### config.mk
export PLATFORM = sky130hd
export DESIGN_NAME = usr_shift_ctrl_flat
export DESIGN_NICKNAME = d
export VERILOG_FILES = /design/src/rtl/usr_pkg.sv /design/src/rtl/usr_shift_ctrl_if.sv /design/src/rtl/usr_cmd_fifo.sv /design/src/rtl/usr_shift_ctrl.sv /design/src/flat_wrapper.sv
export SDC_FILE = /design/constraint.sdc
export NUM_CORES = 1
export LEC_CHECK = 0
export ABC_CLOCK_PERIOD_IN_PS = 2200
export CORE_ASPECT_RATIO = 1.4
export CORE_MARGIN = 2
export CORE_UTILIZATION = 50
export DETAILED_ROUTE_END_ITERATION = 12
export PLACE_DENSITY = 0.77
export SLEW_MARGIN = 10
export SYNTH_ARGS = -nofsm -noshare
export SYNTH_HDL_FRONTEND = slang
export SYNTH_SLANG_ARGS = --single-unit
### constraint.sdc
create_clock -name clk -period 2.2 [get_ports clk]
set_clock_uncertainty 0.15 [all_clocks]
set_input_delay 0.44 -clock clk [delete_from_list [all_inputs] [get_ports clk]]
set_output_delay 0.44 -clock clk [all_outputs]
set_load 0.01 [all_outputs]
### src/rtl/usr_pkg.sv
// Shared types for the universal-shift-register controller: mode encodings,
// FSM states, the command record and the shift-count clamp.
package usr_pkg;

    localparam logic [1:0] SEL_HOLD  = 2'b00;
    localparam logic [1:0] SEL_RIGHT = 2'b01;
    localparam logic [1:0] SEL_LEFT  = 2'b10;
    localparam logic [1:0] SEL_LOAD  = 2'b11;

    localparam int unsigned MAX_SHIFT = 4;

    typedef enum logic [1:0] {
        IDLE,
        LOAD,
        SHIFT,
        DONE
    } state_e;

    typedef struct packed {
        logic [3:0] data;
        logic       dir;
        logic [2:0] count;
    } cmd_t;

    // Requests beyond the register width collapse to a full-width shift.
    function automatic logic [2:0] clampCount(input logic [2:0] count);
        return (count > 3'(MAX_SHIFT)) ? 3'(MAX_SHIFT) : count;
    endfunction

endpackage

### src/rtl/usr_shift_ctrl_if.sv
// Command handshake plus the mode/data lines that drive the universal shift
// register; master is the command source, slave is the controller.
interface usr_shift_ctrl_if;

    logic       cmd_valid;
    logic       cmd_ready;
    logic [3:0] cmd_data;
    logic       cmd_dir;
    logic [2:0] cmd_count;
    logic [1:0] sel;
    logic [3:0] parin;
    logic       busy;
    logic       done;

    modport master (
        output cmd_valid,
        output cmd_data,
        output cmd_dir,
        output cmd_count,
        input  cmd_ready,
        input  sel,
        input  parin,
        input  busy,
        input  done
    );

    modport slave (
        input  cmd_valid,
        input  cmd_data,
        input  cmd_dir,
        input  cmd_count,
        output cmd_ready,
        output sel,
        output parin,
        output busy,
        output done
    );

endinterface

### src/rtl/usr_cmd_fifo.sv
// DEPTH-entry command queue (DEPTH a power of two) with a registered
// occupancy count so a push and a pop in the same cycle net to zero.
module usr_cmd_fifo
    import usr_pkg::*;
#(
    parameter int unsigned DEPTH = 2
) (
    input  logic clk,
    input  logic clr,
    input  logic push_i,
    input  logic pop_i,
    input  cmd_t wdata_i,
    output cmd_t rdata_o,
    output logic full_o,
    output logic empty_o
);

    localparam int unsigned PtrW = (DEPTH > 1) ? $clog2(DEPTH) : 1;
    localparam int unsigned CntW = $clog2(DEPTH + 1);

    cmd_t            mem_q [DEPTH];
    logic [PtrW-1:0] wrPtr_q;
    logic [PtrW-1:0] rdPtr_q;
    logic [CntW-1:0] count_q;
    logic            doPush;
    logic            doPop;

    assign full_o  = (count_q == CntW'(DEPTH));
    assign empty_o = (count_q == '0);
    assign doPush  = push_i && !full_o;
    assign doPop   = pop_i && !empty_o;
    assign rdata_o = mem_q[rdPtr_q];

    // Storage needs no reset; the cleared count marks every slot invalid.
    always_ff @(posedge clk) begin
        if (doPush) begin
            mem_q[wrPtr_q] <= wdata_i;
        end
    end

    always_ff @(posedge clk or negedge clr) begin
        if (!clr) begin
            wrPtr_q <= '0;
            rdPtr_q <= '0;
            count_q <= '0;
        end else begin
            if (doPush) begin
                wrPtr_q <= wrPtr_q + PtrW'(1);
            end
            if (doPop) begin
                rdPtr_q <= rdPtr_q + PtrW'(1);
            end
            case ({doPush, doPop})
                2'b10:   count_q <= count_q + CntW'(1);
                2'b01:   count_q <= count_q - CntW'(1);
                default: count_q <= count_q;
            endcase
        end
    end

endmodule

### src/rtl/usr_shift_ctrl.sv
// Sequences load/shift/hold modes for a 4-bit universal shift register.
// Define USR_CTRL_FIFO_EN to queue commands in a DEPTH-entry FIFO.
module usr_shift_ctrl
    import usr_pkg::*;
#(
    parameter int unsigned DEPTH = 2
) (
    input  logic             clk,
    input  logic             clr,
    usr_shift_ctrl_if.slave  bus
);

    if (DEPTH < 2 || (DEPTH & (DEPTH - 1)) != 0) begin : gBadDepth
        $error("usr_shift_ctrl: DEPTH must be a power of two >= 2");
    end

    state_e     state_q;
    state_e     state_d;
    logic [2:0] shiftCnt_q;
    logic [2:0] shiftCnt_d;
    logic       dir_q;
    logic       dir_d;
    logic [1:0] sel_q;
    logic [1:0] sel_d;
    logic [3:0] parin_q;
    logic [3:0] parin_d;
    logic       busy_q;
    logic       busy_d;
    logic       done_q;
    logic       done_d;

    cmd_t       cmdIn;
    cmd_t       headCmd;
    logic       bufEmpty;
    logic       cmdReady;
    logic       push;
    logic       pop;

    assign cmdIn = '{data: bus.cmd_data, dir: bus.cmd_dir, count: bus.cmd_count};
    assign push  = bus.cmd_valid && cmdReady;

`ifdef USR_CTRL_FIFO_EN
    logic bufFull;

    usr_cmd_fifo #(
        .DEPTH (DEPTH)
    ) u_cmdFifo (
        .clk     (clk),
        .clr     (clr),
        .push_i  (push),
        .pop_i   (pop),
        .wdata_i (cmdIn),
        .rdata_o (headCmd),
        .full_o  (bufFull),
        .empty_o (bufEmpty)
    );

    assign cmdReady = !bufFull;
`else
    cmd_t cmdReg_q;
    logic cmdFull_q;

    // Only accepted while idle and empty, so push and pop never coincide.
    always_ff @(posedge clk or negedge clr) begin
        if (!clr) begin
            cmdReg_q  <= '0;
            cmdFull_q <= 1'b0;
        end else if (push) begin
            cmdReg_q  <= cmdIn;
            cmdFull_q <= 1'b1;
        end else if (pop) begin
            cmdFull_q <= 1'b0;
        end
    end

    assign headCmd  = cmdReg_q;
    assign bufEmpty = !cmdFull_q;
    assign cmdReady = (state_q == IDLE) && !cmdFull_q;
`endif

    always_comb begin
        state_d    = state_q;
        shiftCnt_d = shiftCnt_q;
        dir_d      = dir_q;
        parin_d    = parin_q;
        pop        = 1'b0;
        case (state_q)
            IDLE: begin
                if (!bufEmpty) begin
                    state_d = LOAD;
                    pop     = 1'b1;
                end
            end
            LOAD: begin
                state_d = (shiftCnt_q != 3'd0) ? SHIFT : DONE;
            end
            SHIFT: begin
                shiftCnt_d = shiftCnt_q - 3'd1;
                if (shiftCnt_q <= 3'd1) begin
                    state_d = DONE;
                end
            end
            DONE: begin
                if (!bufEmpty) begin
                    state_d = LOAD;
                    pop     = 1'b1;
                end else begin
                    state_d = IDLE;
                end
            end
            default: state_d = IDLE;
        endcase
        // The popped command is latched here so later bus activity cannot disturb it.
        if (pop) begin
            shiftCnt_d = clampCount(headCmd.count);
            dir_d      = headCmd.dir;
            parin_d    = headCmd.data;
        end
    end

    always_comb begin
        sel_d  = SEL_HOLD;
        busy_d = (state_d != IDLE);
        done_d = (state_d == DONE);
        case (state_d)
            LOAD:    sel_d = SEL_LOAD;
            SHIFT:   sel_d = dir_d ? SEL_LEFT : SEL_RIGHT;
            default: sel_d = SEL_HOLD;
        endcase
    end

    always_ff @(posedge clk or negedge clr) begin
        if (!clr) begin
            state_q    <= IDLE;
            shiftCnt_q <= 3'd0;
            dir_q      <= 1'b0;
            sel_q      <= SEL_HOLD;
            parin_q    <= 4'd0;
            busy_q     <= 1'b0;
            done_q     <= 1'b0;
        end else begin
            state_q    <= state_d;
            shiftCnt_q <= shiftCnt_d;
            dir_q      <= dir_d;
            sel_q      <= sel_d;
            parin_q    <= parin_d;
            busy_q     <= busy_d;
            done_q     <= done_d;
        end
    end

    assign bus.cmd_ready = cmdReady;
    assign bus.sel       = sel_q;
    assign bus.parin     = parin_q;
    assign bus.busy      = busy_q;
    assign bus.done      = done_q;

endmodule
### src/flat_wrapper.sv
// flat-port wrapper written by rule: the top's interface ports become plain ports
module usr_shift_ctrl_flat import usr_pkg::*;
#(
    parameter int unsigned DEPTH = 2
)
  (clk, clr, bus_cmd_valid, bus_cmd_data, bus_cmd_dir, bus_cmd_count, bus_cmd_ready, bus_sel, bus_parin, bus_busy, bus_done);
  usr_shift_ctrl_if bus_i ();
  input  logic clk;
  input  logic clr;
  input wire logic [$bits(bus_i.cmd_valid)-1:0] bus_cmd_valid;
  input wire logic [$bits(bus_i.cmd_data)-1:0] bus_cmd_data;
  input wire logic [$bits(bus_i.cmd_dir)-1:0] bus_cmd_dir;
  input wire logic [$bits(bus_i.cmd_count)-1:0] bus_cmd_count;
  output wire logic [$bits(bus_i.cmd_ready)-1:0] bus_cmd_ready;
  output wire logic [$bits(bus_i.sel)-1:0] bus_sel;
  output wire logic [$bits(bus_i.parin)-1:0] bus_parin;
  output wire logic [$bits(bus_i.busy)-1:0] bus_busy;
  output wire logic [$bits(bus_i.done)-1:0] bus_done;
  assign bus_i.cmd_valid = bus_cmd_valid;
  assign bus_i.cmd_data = bus_cmd_data;
  assign bus_i.cmd_dir = bus_cmd_dir;
  assign bus_i.cmd_count = bus_cmd_count;
  assign bus_cmd_ready = bus_i.cmd_ready;
  assign bus_sel = bus_i.sel;
  assign bus_parin = bus_i.parin;
  assign bus_busy = bus_i.busy;
  assign bus_done = bus_i.done;
  usr_shift_ctrl #(.DEPTH(DEPTH)) u_core (.clk(clk), .clr(clr), .bus(bus_i));
endmodule
* Word-level counts from Yosys, hierarchy flattened *
Cells that the tools add are included.

cells by class
  $add $sub $neg = 1
  $lt $le $gt $ge = 2
  equality and inequality tests = 6
  mux-type cells = 15
  reduce and logical (&&, ||, !) cells = 9

operators with widths
  kind                 number
  $mux 3               3
  $eq 2x2->1 const B   4
  $pmux 2 s4           1
  $mux 1               7
  $mux 2               3
  $reduce_bool 2->1    3
  $eq 2x1->1 const B   2
  $pmux 2 s2           1
  $gt 3x3->1 const B   1
  $le 3x1->1 const B   1
  $reduce_bool 3->1    1
  $sub 3x1->3 const B  1
  $logic_and 1x1->1    2
  $logic_not 2->1      1
  $reduce_or 2->1      1
  $logic_not 1->1      1

storage, ports and cells
  register bits = 23
  input bits = 11
  output and inout port bits = 9

* Logic depth before layout (Yosys ltp) *
  word-level depth = 6
  depth in mapped cells = 10
  depth with buffers taken out = 10

* Least setup slack after synthesis *
No wires, ideal clock.

  path kind = reg-to-reg
  start = register u_core.shiftCnt_q[1]
  end = register u_core.sel_q[0], in the netlist u_core.bus.sel[0]
  library setup time = 119 ps
  arrival time = 1620 ps
  slack = 311 ps
  stages on the path, launching flop included = 11
  path buffers = 0
  period minus slack after synthesis = 1889 ps
  cells stage by stage = dfrtp_1 > inv_1 > ha_1 > o21ba_2 > o211ai_1 > a21oi_1 > or2_1 > ha_1 > inv_1 > nor2_2 > o21ba_1

on the way
  longest elaborated chain between the ends = 5
  elaborated cells on any way between the ends = 8
  classes of those cells = order compare (1); eq/ne (2); mux (4); reduce/logical (1)

RTL lines
  element                                                 line                                        source
  start: declaration                                      usr_shift_ctrl.sv:19                        logic [2:0] shiftCnt_q;
  start signal: assignment                                usr_shift_ctrl.sv:143                       shiftCnt_q <= shiftCnt_d;
  $le 3x1->1 / $reduce_bool 3->1 (equally long branches)  usr_shift_ctrl.sv:99, usr_shift_ctrl.sv:95
  $mux 2 / $mux 1 (equally long branches)                 usr_shift_ctrl.sv:99, usr_shift_ctrl.sv:95
  $pmux 2 s4 (*)                                          usr_shift_ctrl.sv:87                        case (state_q)
  $eq 2x2->1 / $eq 2x1->1 (equally long branches)         usr_shift_ctrl.sv:125                       case (state_d)
  $pmux 2 s2 (*)                                          usr_shift_ctrl.sv:125
  via u_core.sel_d[0]                                     usr_shift_ctrl.sv:24                        logic [1:0] sel_d;
  end signal: assignment                                  usr_shift_ctrl.sv:145                       sel_q <= sel_d;
  end: declaration                                        usr_shift_ctrl.sv:23                        logic [1:0] sel_q;

Mark *: on every way through the listed nets, which the timed path passes. The rest lies on a longest branch.
A chain may end at the register's enable or synchronous reset.

* Worst setup path in the final report *
  start = register u_core.state_q[0]
  end = output port bus_cmd_ready

on the way
  longest elaborated chain between the ends = 2

RTL lines
  element                   line                   source
  start: declaration        usr_shift_ctrl.sv:17   state_e state_q;
  start signal: assignment  usr_shift_ctrl.sv:142  state_q <= state_d;
  $logic_not 2->1           usr_shift_ctrl.sv:78   assign cmdReady = (state_q == IDLE) && !cmdFull_q;
  $logic_and 1x1->1         usr_shift_ctrl.sv:78
  end: declaration          flat_wrapper.sv:14     output wire logic [$bits(bus_i.cmd_ready)-1:0] bus_cmd_ready;

No other way between the ends.

==> flow_metrics.py <==
metrics = {
    "status": {
        "status": "finished clean",
    },
    "place": {
        "place_ws_ns": 0.1643,
        "io_buffers": 19,
        "place.gp.congestion": 0.7218,
        "dp_cells": 127,
        "post_dp_cell_area_um2": 1321,
        "dp_hpwl_mm": 1.319,
    },
    "timing": {
        "period_share_pct": 92.26,
        "finalWorstSetupSlack_ns": 0.1703,
        "drv_slew": 0,
        "fin_crit_ns": 2.030,
        "worst_slew_pin_slew_ns": 0.2864,
        "setup_violations": 0,
        "finalHoldViolCount": 0,
        "tns_ns": 0,
        "max_freq_mhz": 492.7,
        "timing.hold.ws_ns": 0.3254,
        "slew_headroom_pct": 80.91,
        "rsz0062_at_grt": "false",
    },
    "detailed_routing": {
        "ant_nets": 0,
        "firstDrtPassIters": 2,
        "vias": 674,
        "drcViolationCount": 0,
        "drt_iter0_drc": 12,
        "wirelength_mm": 1.707,
        "viasPerCell": 5.145,
        "wl_per_cell_um": 13.03,
    },
    "worst_setup_path": {
        "crit_family": "flip-flops",
        "end_kind": "output port",
        "crit_arrival_ns": 1.44,
        "crit_chain": "inv_1, ha_1, nor2b_2, dlygate4sd2_1",
        "ff2ff_path_depth": 10,
        "crit_type": "register to output port",
        "worst-path-buf-inv": 2,
        "cp.depth": 4,
        "startpoint_type": "register",
        "cp_slowest_cell": "dfrtp_1",
        "max_stage_delay_ns": 0.42,
        "crit_required_ns": 1.61,
        "critPathMaxFanout": 4,
    },
    "global_route": {
        "grt_max_degree": 24,
        "gr-usage-met1_pct": 17.89,
        "antenna_found_initial": 0,
        "grtUsageMet3_pct": 2.744,
        "grt_pass1_vias": 696,
        "grt_pass1_wl_mm": 2.980,
        "met2_usage_pct": 27.52,
        "busiest_layer": "met2",
        "grt_usage_pct": 15.48,
        "grt_overflow": 0,
    },
    "final_layout": {
        "antenna_cells": 0,
        "nets": 133,
        "areaGrowthSynthToFinish_pct": 22.83,
        "layout_common_cells": "23 x dfrtp_1, 18 x clkdlybuf4s50_1, 13 x mux2_2",
        "fin_util_pct": 63.29,
        "instances_no_fill": 131,
        "final_cell_area_um2": 1346,
        "drive_gt1_share_pct": 22.02,
        "layout_commonest_cell": "dfrtp_1",
    },
    "floorplanning": {
        "core_area_um2": 2127,
        "die_h_um": 59.40,
        "initial_core_util_pct": 51.53,
        "die-area_um2": 2588,
        "rows": 20,
        "io_pins": 20,
        "fp.dieW_um": 43.57,
    },
    "power_and_ir_drop": {
        "power_density_nw_per_um2": 1455,
        "power.total_mw": 1.958,
        "power_leakage_nw": 0.6299,
        "ir_worst_vdd_uv": 880.4,
    },
    "min_path": {
        "hold_class": "primary input to async pin",
    },
    "clock_network": {
        "cts_buffer_depth": 2,
        "cts_hold_buffers": 0,
        "clock-sinks": 23,
        "cts_tree": "done",
        "cts_root_buf": "clkbuf_4",
        "cts_buffers": 3,
        "clkTransAtPathRegs_ns": 0.12,
        "h-tree-depth": 1,
        "clk_latency_ns": 0.30,
    },
    "synth": {
        "synth.avg_cell_area_um2": 12.89,
        "ys_seq_area_share_pct": 52.51,
        "ys_seq_elements": 23,
        "yosysTopAreaCellShare_pct": 52.51,
        "syn_inst": 85,
        "mappedNetlistArea_um2": 1096,
        "syn_nets": 108,
        "synthTopCellsByArea": "dfrtp_1 53%, ha_1 14%, mux2_2 13%, inv_1 2.4%, nand3b_1 2.1%",
        "synth_cell_types": 22,
        "ys_warn_count": 0,
        "yosysTopAreaCell": "dfrtp_1",
    },
    "run": {
        "drv_cap": 0,
    },
}
## report_power, final
part / internal [mW] / switching [mW] / total (mW)
logic: 0.552 / 0.469 / 1.02
clock network: 0.0706 / 0.114 / 0.185
registers: 0.635 / 0.118 / 0.753
## synthesized netlist by cell type
cell      number
a21oi_1        3
buf_4          1
dfrtp_1       23
ha_1          12
inv_1          7
mux2_2        13
mux2_4         1
nand2_1        5
nand2_2        1
nand2b_1       1
nand3b_1       3
nor2_1         3
nor2_2         1
nor2b_2        1
nor2b_4        1
o211ai_1       1
o21ai_0        3
o21ba_1        1
o21ba_2        1
or2_1          1
xnor2_1        1
xor2_1         1
## kinds of logic (layout without fill, tap and decap cells)
logic type	Yosys count	after routing	share of synthesized area, %
multiplexers	14	14	14.73
XOR/XNOR	2	2	1.598
AO/OA/AOI/OAI	9	9	5.251
adder cells (fa/ha/maj)	12	12	13.70
AND/OR/NAND/NOR	17	17	9.134
flip-flops	23	23	52.51
buffers and inverters	8	32	3.083
## metal layers
| metal | vias to the layer above | wire length, um |
|---|---|---|
| met3 | 2 | 52 |
| met5 | - | 0 |
| li1 | 327 | - |
| met2 | 11 | 910 |
| met1 | 334 | 732 |
| met4 | 0 | 11 |
## worst register-to-register path, delay by kind of cell (launching register included)
family,cells,cell delay [ns]
adder cells (fa/ha/maj),2,0.37
flip-flops,1,0.39
AND/OR/NAND/NOR,2,0.28
AO/OA/AOI/OAI,4,0.56
buffers and inverters,2,0.18
## path summary, 6_finish.rpt
| path | start | end | slack (ns) |
|---|---|---|---|
| worst max-delay path | u_core.state_q[0] | bus_cmd_ready | 0.17 |
| worst min register to register | u_core.cmdReg_q[5] | u_core.cmdReg_q[5] | 0.36 |
| worst min-delay path | clr | u_core.bus.busy | 0.33 |
| min in group clk | u_core.cmdReg_q[5] | u_core.cmdReg_q[5] | 0.36 |
| max in group asynchronous | clr | u_core.bus.parin[0] | 1.35 |
| worst max register to register | u_core.shiftCnt_q[1] | u_core.bus.sel[0] | 0.17 |
## final cells by class
type | instances | area, um^2
multi-input combinational | 54 | 486.7
tap | 22 | 27.53
sequential | 23 | 575.6
inverter | 7 | 26.28
timing repair buffer | 21 | 203.9
clock buffer | 4 | 26.28
fill | 174 | 780.7
## sequential cells by signal, summed over array words and instances, names as in the netlist
| name | count |
|---|---|
| u_core.cmdReg_q | 8 |
| u_core.bus.parin | 4 |
| u_core.shiftCnt_q | 3 |
| u_core.bus.sel | 2 |
| u_core.state_q | 2 |
| u_core.bus.busy | 1 |
| u_core.bus.done | 1 |
| u_core.cmdFull_q | 1 |
| u_core.dir_q | 1 |
## what timing repair did
| item | in CTS | in global routing |
|---|---|---|
| endpoints found under the hold margin | 0 | 0 |
| setup buffers | 0 | 0 |
| endpoints found under the setup margin | 1 | 0 |
| gates resized for setup | 1 | 0 |
Note: power is estimated with default switching activity, not from simulation.
